## config.mk

```make
export PLATFORM = sky130hd
export DESIGN_NAME = mem_arbiter_flat
export DESIGN_NICKNAME = d
export VERILOG_FILES = /design/src/rtl/mem_arbiter_pkg.sv /design/src/rtl/mem_arbiter_if.sv /design/src/rtl/mem_arbiter_wait_timer.sv /design/src/rtl/mem_arbiter.sv /design/src/flat_wrapper.sv
export SDC_FILE = /design/constraint.sdc
export NUM_CORES = 1
export LEC_CHECK = 0
export ABC_AREA = 0
export CAP_MARGIN = 0
export CORE_MARGIN = 2
export CORE_UTILIZATION = 30
export CTS_CLUSTER_SIZE = 14
export DETAILED_ROUTE_END_ITERATION = 8
export HOLD_SLACK_MARGIN = 0.03
export MAX_ROUTING_LAYER = met4
export PLACE_DENSITY_LB_ADDON = 0.25
export SETUP_SLACK_MARGIN = 0.05
export SLEW_MARGIN = 10
export SYNTH_ARGS = -nofsm -noshare
export SYNTH_HDL_FRONTEND = slang
export SYNTH_HIERARCHICAL = 1
export SYNTH_SLANG_ARGS = --single-unit
```

## constraint.sdc

```tcl
create_clock -name clk -period 1.75 [get_ports clk]
set_clock_uncertainty 0.15 [all_clocks]
set_input_delay 0.35 -clock clk [delete_from_list [all_inputs] [get_ports clk]]
set_output_delay 0.35 -clock clk [all_outputs]
set_load 0.02 [all_outputs]
```

## src/rtl/mem_arbiter_pkg.sv

```systemverilog
// Shared CPU-side definitions for the memory arbiter: state encoding,
// default bus widths and the grant-priority rule.
package mem_arbiter_pkg;

    localparam int ADDR_W_DEF  = 16;
    localparam int DATA_W_DEF  = 16;
    localparam int TIMEOUT_DEF = 15;

    typedef enum logic [1:0] {
        IDLE  = 2'd0,
        FETCH = 2'd1,
        DATA  = 2'd2
    } state_t;

    // Data wins unless it also won last time and a fetch is waiting.
    function automatic logic pick_data(input logic dm_pend,
                                       input logic if_pend,
                                       input logic last_data);
        return dm_pend && !(last_data && if_pend);
    endfunction

endpackage

```

## src/rtl/mem_arbiter_if.sv

```systemverilog
// Bundle of fetch port, data port, shared memory port and status lines;
// slave is the arbiter's view, master is the cpu/memory side.
interface mem_arbiter_if
    import mem_arbiter_pkg::*;
#(
    parameter int ADDR_W = ADDR_W_DEF,
    parameter int DATA_W = DATA_W_DEF
);
    logic              if_req;
    logic [ADDR_W-1:0] if_addr;
    logic [DATA_W-1:0] if_rdata;
    logic              if_ready;

    logic              dm_re;
    logic              dm_we;
    logic [ADDR_W-1:0] dm_addr;
    logic [DATA_W-1:0] dm_wdata;
    logic [DATA_W-1:0] dm_rdata;
    logic              dm_ready;

    logic              mem_re;
    logic              mem_we;
    logic [ADDR_W-1:0] mem_addr;
    logic [DATA_W-1:0] mem_wdata;
    logic [DATA_W-1:0] mem_rdata;
    logic              mem_valid;

    logic              stall;
    logic              err;

    modport slave (
        input  if_req, if_addr, dm_re, dm_we, dm_addr, dm_wdata, mem_rdata, mem_valid,
        output if_rdata, if_ready, dm_rdata, dm_ready,
               mem_re, mem_we, mem_addr, mem_wdata, stall, err
    );

    modport master (
        output if_req, if_addr, dm_re, dm_we, dm_addr, dm_wdata, mem_rdata, mem_valid,
        input  if_rdata, if_ready, dm_rdata, dm_ready,
               mem_re, mem_we, mem_addr, mem_wdata, stall, err
    );
endinterface

```

## src/rtl/mem_arbiter_wait_timer.sv

```systemverilog
// 4-bit busy-cycle counter; expired goes high once LIMIT cycles have elapsed
// since the last clear.
module wait_timer #(
    parameter int LIMIT = 15
) (
    input  logic clk,
    input  logic rst,
    input  logic clear,
    input  logic enable,
    output logic expired
);
    logic [3:0] count;

    assign expired = (count == 4'(LIMIT));

    // NOTE: sequential state uses non-blocking assignments so every flop
    // samples pre-edge values regardless of block ordering.
    always_ff @(posedge clk or posedge rst) begin
        if (rst) begin
            count <= '0;
        end else if (clear) begin
            count <= '0;
        end else if (enable && !expired) begin
            count <= count + 4'd1;
        end
    end
endmodule

```

## src/rtl/mem_arbiter.sv

```systemverilog
// Arbitrates instruction fetch and data accesses onto one shared memory
// port, one access at a time, with a per-access timeout and a sticky error.
module mem_arbiter
    import mem_arbiter_pkg::*;
#(
    parameter int ADDR_W  = ADDR_W_DEF,
    parameter int DATA_W  = DATA_W_DEF,
    parameter int TIMEOUT = TIMEOUT_DEF
) (
    input  logic          clk,
    input  logic          rst,
    mem_arbiter_if.slave  bus
);
    state_t            state;
    logic              last_data;
    logic              dm_pend;
    logic              any_req;
    logic              busy;
    logic              expired;
    logic              done;
    logic              take_data;
    logic [ADDR_W-1:0] grant_addr;
    logic [DATA_W-1:0] grant_wdata;

    assign dm_pend = bus.dm_re || bus.dm_we;
    assign any_req = dm_pend || bus.if_req;
    assign busy    = (state != IDLE);
    assign done    = busy && (bus.mem_valid || expired);

    // NOTE: every always_comb output gets a default first so no path
    // leaves it unassigned and infers a latch.
    always_comb begin
        take_data   = 1'b0;
        grant_addr  = bus.if_addr;
        grant_wdata = '0;
        if (pick_data(dm_pend, bus.if_req, last_data)) begin
            take_data   = 1'b1;
            grant_addr  = bus.dm_addr;
            grant_wdata = bus.dm_wdata;
        end
    end

    wait_timer #(.LIMIT(TIMEOUT)) u_wait_timer (
        .clk     (clk),
        .rst     (rst),
        .clear   (state == IDLE && any_req),
        .enable  (busy),
        .expired (expired)
    );

    // Completion is reported in the cycle the memory answers (or times out).
    assign bus.if_ready = (state == FETCH) && done;
    assign bus.dm_ready = (state == DATA) && done;
    assign bus.if_rdata = (state == FETCH && bus.mem_valid) ? bus.mem_rdata : '0;
    assign bus.dm_rdata = (state == DATA && bus.mem_valid && !bus.mem_we) ? bus.mem_rdata : '0;
    assign bus.stall    = (bus.if_req && !bus.if_ready) || (dm_pend && !bus.dm_ready);

    always_ff @(posedge clk or posedge rst) begin
        if (rst) begin
            state         <= IDLE;
            last_data     <= 1'b0;
            bus.mem_re    <= 1'b0;
            bus.mem_we    <= 1'b0;
            bus.mem_addr  <= '0;
            bus.mem_wdata <= '0;
            bus.err       <= 1'b0;
        end else begin
            case (state)
                IDLE: begin
                    if (any_req) begin
                        state         <= take_data ? DATA : FETCH;
                        last_data     <= take_data;
                        // A read+write collision is carried out as a write.
                        bus.mem_re    <= !take_data || !bus.dm_we;
                        bus.mem_we    <= take_data && bus.dm_we;
                        bus.mem_addr  <= grant_addr;
                        bus.mem_wdata <= grant_wdata;
                        if (take_data && bus.dm_re && bus.dm_we) begin
                            bus.err <= 1'b1;
                        end
                    end
                end
                FETCH, DATA: begin
                    if (done) begin
                        state      <= IDLE;
                        bus.mem_re <= 1'b0;
                        bus.mem_we <= 1'b0;
                        if (!bus.mem_valid) begin
                            bus.err <= 1'b1;
                        end
                    end
                end
                default: state <= IDLE;
            endcase
        end
    end
endmodule

```

## src/flat_wrapper.sv

```systemverilog
// flat-port wrapper written by rule: the top's interface ports become plain ports
module mem_arbiter_flat import mem_arbiter_pkg::*;
#(
    parameter int ADDR_W  = ADDR_W_DEF,
    parameter int DATA_W  = DATA_W_DEF,
    parameter int TIMEOUT = TIMEOUT_DEF
)
  (clk, rst, bus_if_req, bus_if_addr, bus_dm_re, bus_dm_we, bus_dm_addr, bus_dm_wdata, bus_mem_rdata, bus_mem_valid, bus_if_rdata, bus_if_ready, bus_dm_rdata, bus_dm_ready, bus_mem_re, bus_mem_we, bus_mem_addr, bus_mem_wdata, bus_stall, bus_err);
  mem_arbiter_if #(.ADDR_W(ADDR_W), .DATA_W(DATA_W)) bus_i ();
  input  logic clk;
  input  logic rst;
  input wire logic [$bits(bus_i.if_req)-1:0] bus_if_req;
  input wire logic [$bits(bus_i.if_addr)-1:0] bus_if_addr;
  input wire logic [$bits(bus_i.dm_re)-1:0] bus_dm_re;
  input wire logic [$bits(bus_i.dm_we)-1:0] bus_dm_we;
  input wire logic [$bits(bus_i.dm_addr)-1:0] bus_dm_addr;
  input wire logic [$bits(bus_i.dm_wdata)-1:0] bus_dm_wdata;
  input wire logic [$bits(bus_i.mem_rdata)-1:0] bus_mem_rdata;
  input wire logic [$bits(bus_i.mem_valid)-1:0] bus_mem_valid;
  output wire logic [$bits(bus_i.if_rdata)-1:0] bus_if_rdata;
  output wire logic [$bits(bus_i.if_ready)-1:0] bus_if_ready;
  output wire logic [$bits(bus_i.dm_rdata)-1:0] bus_dm_rdata;
  output wire logic [$bits(bus_i.dm_ready)-1:0] bus_dm_ready;
  output wire logic [$bits(bus_i.mem_re)-1:0] bus_mem_re;
  output wire logic [$bits(bus_i.mem_we)-1:0] bus_mem_we;
  output wire logic [$bits(bus_i.mem_addr)-1:0] bus_mem_addr;
  output wire logic [$bits(bus_i.mem_wdata)-1:0] bus_mem_wdata;
  output wire logic [$bits(bus_i.stall)-1:0] bus_stall;
  output wire logic [$bits(bus_i.err)-1:0] bus_err;
  assign bus_i.if_req = bus_if_req;
  assign bus_i.if_addr = bus_if_addr;
  assign bus_i.dm_re = bus_dm_re;
  assign bus_i.dm_we = bus_dm_we;
  assign bus_i.dm_addr = bus_dm_addr;
  assign bus_i.dm_wdata = bus_dm_wdata;
  assign bus_i.mem_rdata = bus_mem_rdata;
  assign bus_i.mem_valid = bus_mem_valid;
  assign bus_if_rdata = bus_i.if_rdata;
  assign bus_if_ready = bus_i.if_ready;
  assign bus_dm_rdata = bus_i.dm_rdata;
  assign bus_dm_ready = bus_i.dm_ready;
  assign bus_mem_re = bus_i.mem_re;
  assign bus_mem_we = bus_i.mem_we;
  assign bus_mem_addr = bus_i.mem_addr;
  assign bus_mem_wdata = bus_i.mem_wdata;
  assign bus_stall = bus_i.stall;
  assign bus_err = bus_i.err;
  mem_arbiter #(.ADDR_W(ADDR_W), .DATA_W(DATA_W), .TIMEOUT(TIMEOUT)) u_core (.clk(clk), .rst(rst), .bus(bus_i));
endmodule
```

==> results.md <==
* Half-perimeter wire length after placement at 5010 µm
* Die Y at 88.4 µm
* Wire length of the first global-routing pass at 11,600 µm
* PnR Total Power at 6.65 mW
* GRT overflow at 0
* Maximum number of pins on one net before global-route repair at 39
* Number of non-filler instances in the completed layout at 470
* Total clock buffers created by CTS at 5
* Critical setup path kind: reg -> out
* Peak per-stage delay on the critical path at 0.39 ns
* Number of pins exceeding their max-slew limit in the final report at 0
* Timing-limited maximum frequency at 469 MHz
* CP Data Required Time at 1.25 ns
* Die Footprint at 0.00781 mm²
* Final setup violation count at 68
* Detailed Route WL at 7560 µm
* Vias per std cell at 4.78
* First-pass iteration count of the detailed router at 4
* Status: finished, violations left
* Share of synthesized registers carrying an async set or reset at 1.00
* Leakage power summed over all cells at 2.13 nW
* Post-route ant nets at 0
* Latest clock arrival within the worst-skew pair at 0.29 ns
* Synthesis-to-layout area growth at 109%
* Initial Util at 0.313
* Endpoint of the worst-slack reg-to-reg timing path: u_core/bus.mem_addr[14]$_DFFE_PP0P_
* Synth warnings at 6
* Routability congestion estimate from global placement at 0.774
* Post-layout net count at 448
* Number of placed instances, taps included at 441
* Min setup slack post-route at -0.382 ns
* Area of the placeable core at 0.00683 mm²
* Number of synthesized register bits at 42
* Number of buffers inserted for hold repair after clock tree synthesis at 0
* Sequential area share after synthesis at 0.492
* Drt initial violations at 97
* Cell type group with the largest total delay on the critical path: flip-flops
* Count of input and output buffers at 139
* Net Count, Synth at 260
* Antenna cells at 0
* Maximum resistive drop on vdd at 0.810 mV
* Ratio of cells with drive above 1 in the final layout at 0.441
* RSZ-0062 raised after global routing: yes
* Most frequent cells in the layout: clkdlybuf4s50_1 (65), dfrtp_1 (42), buf_4 (40)
* Crit Path Max Fanout at 3
* Post-route fraction of the period consumed by the critical path at 1.22
* Count of maximum capacitance violations at 0
* Initial antenna violation count at 0
* Type of the tightest min-delay check: in -> async
* Minimum setup slack among reg-to-reg paths at -0.17 ns
* Synth unique cells at 41
* Final Hold Vio Count at 0
* Total number of cells along the worst setup path at 6
* Sink Count at 42
* CTS tree: yes
* Violations in the final reports: setup timing
* Critical Path End Type: primary output
* Pwr Density at 1490 mW/mm²
* Width of the chip at 88.4 µm
* Remaining max-slew budget at the tightest pin at 0.765
* Worst-path cell with the longest stage delay: dfrtp_1
* Post-Synthesis Cells at 186
* Worst setup path endpoint: bus_stall
* EDFF count, synth at 0
* Per-cell routed wire length at 16.1 µm
* Most used flip-flop cell after synthesis: dfrtp_1
* Area of the mapped netlist at 0.00214 mm²
* Worst path arrival time at 1.63 ns
* Slew of the pin with the lowest slew margin at 0.348 ns
* Sum of buffers and inverters on the critical path at 1
* Crit start category: flop
* H-tree depth at 2
* I/O pins at 140
* Number of global-route vias before repair at 2,390
* DRC violations left at 0
* Rows at 30
* Worst r2r src: u_core/state[1]$_DFFE_PP0P_
* Mean cell area of the mapped netlist at 11.5 µm²
* Final design utilization at 0.654
* Largest buffer count on any clock path at 2
* Most common cell after layout, fill and taps aside: clkdlybuf4s50_1
* Clock-pin transition on the worst setup and hold timing paths at 0.08 ns
* Overall Global Routing Usage at 0.196
* Path depth of the worst reg2reg path at 9
* Critical path, cell by cell: ha_2 > and3_4 > o21ba_4 > and2_4 > o22ai_4 > buf_6
* Root buffer cell: clkbuf_8
* Worst Setup SP: u_core/u_wait_timer/count[1]$_DFFE_PP0P_
* Final min period at 2.13 ns
* Via count at 2,246
-- cells by family (layout without fill, tap and decap cells) --
family,after synthesis,in the layout,synth area share
compound gates,48,48,0.206
fa+ha+maj,4,4,0.0234
buf+inv,20,208,0.0568
flops,42,42,0.492
mux,3,3,0.0164
simple gates,69,69,0.205
-- power by group --
group	internal, mW	total [mW]	leakage (nW)	switching (mW)
Clock	0.274	0.596	0.0373	0.322
Sequential	1.39	1.64	0.526	0.255
Combinational	2.45	4.41	1.57	1.97
Total	4.11	6.65	2.13	2.54
-- registers in the layout (all words and copies together), names as in the netlist --
register and cells:
u_core/last_data 1, u_core/u_wait_timer/count 4, u_core/bus.mem_re 1, u_core/bus.mem_we 1, u_core/state 2, u_core/bus.mem_wdata 16
u_core/bus.err 1, u_core/bus.mem_addr 16
-- synthesized netlist by cell type (2+ instances only) --
master	count	area [µm²]
a22o_1	18	158
mux2i_1	2	20.0
o22ai_1	2	12.5
a221o_1	16	160
nand2b_1	2	12.5
inv_1	6	22.5
buf_6	5	56.3
inv_2	2	7.51
ha_1	4	50.1
and3_1	17	106
buf_4	2	15.0
and2_1	32	200
clkbuf_1	4	15.0
a21oi_1	2	10.0
nor2_1	4	15.0
dfrtp_1	42	1050
and2_0	2	12.5
-- metal layers --
layer,vias to the layer above,share of wire,global-route usage
met1,1107,0.44,0.251
met5,-,0,-
met3,4,0.043,0.0308
li1,1070,-,-
met4,0,0.0060,0.0455
met2,65,0.52,0.328
-- how the worst min path moves through the flow --
| stage | slack [ns] | from | to | cells past startpoint |
|---|---|---|---|---|
| after floorplan | -0.03 | rst | u_core/u_wait_timer/count[0]$_DFFE_PP0P_ | 1 |
| after global placement | 0.33 | u_core/bus.err$_DFFE_PP0P_ | u_core/bus.err$_DFFE_PP0P_ | 1 |
| after detailed placement | 0.33 | u_core/bus.err$_DFFE_PP0P_ | u_core/bus.err$_DFFE_PP0P_ | 1 |
| after CTS | 0.11 | rst | u_core/u_wait_timer/count[2]$_DFFE_PP0P_ | 2 |
| after global routing | 0.12 | rst | u_core/u_wait_timer/count[2]$_DFFE_PP0P_ | 2 |
| final | 0.12 | rst | u_core/u_wait_timer/count[2]$_DFFE_PP0P_ | 2 |
-- worst register-to-register path: stages (launching register included) --
cell	delay (ns)
dfrtp_1	0.42
inv_2	0.11
ha_4	0.14
buf_6	0.11
buf_6	0.10
o31ai_4	0.09
buf_4	0.16
clkbuf_16	0.15
and2_4	0.13
a221o_1	0.25
-- what timing repair did --
| item | in CTS | in global routing |
|---|---|---|
| gates cloned | 4 | 1 |
| gates resized for setup | 281 | 36 |
| buffers inserted | 15 | 11 |
| pin swaps | 30 | 24 |
| endpoints found under the setup margin | 104 | 77 |
-- metrics by stage --
step	setup TNS, ns	hold WS, ns	cell area (µm²)	setup WS [ns]
after floorplan	-0.112	-0.0339	2190	-0.112
after global placement	-32.52	0.330	3940	-0.752
after detailed placement	-32.86	0.326	3940	-0.750
after CTS	-13.45	0.113	4380	-0.383
after global routing	-15.71	0.121	4470	-0.435
final	-11.95	0.117	4470	-0.382
-- cell type report --
type	count	area, µm²
inverter	8	45.0
multi-input combinational	124	1210
sequential	42	1050
clock buffer	6	72.6
tap	96	120
timing repair buffer	193	1960
clock inverter	1	7.51
fill	559	2360
No activity file was read; power rests on OpenSTA's default activity.
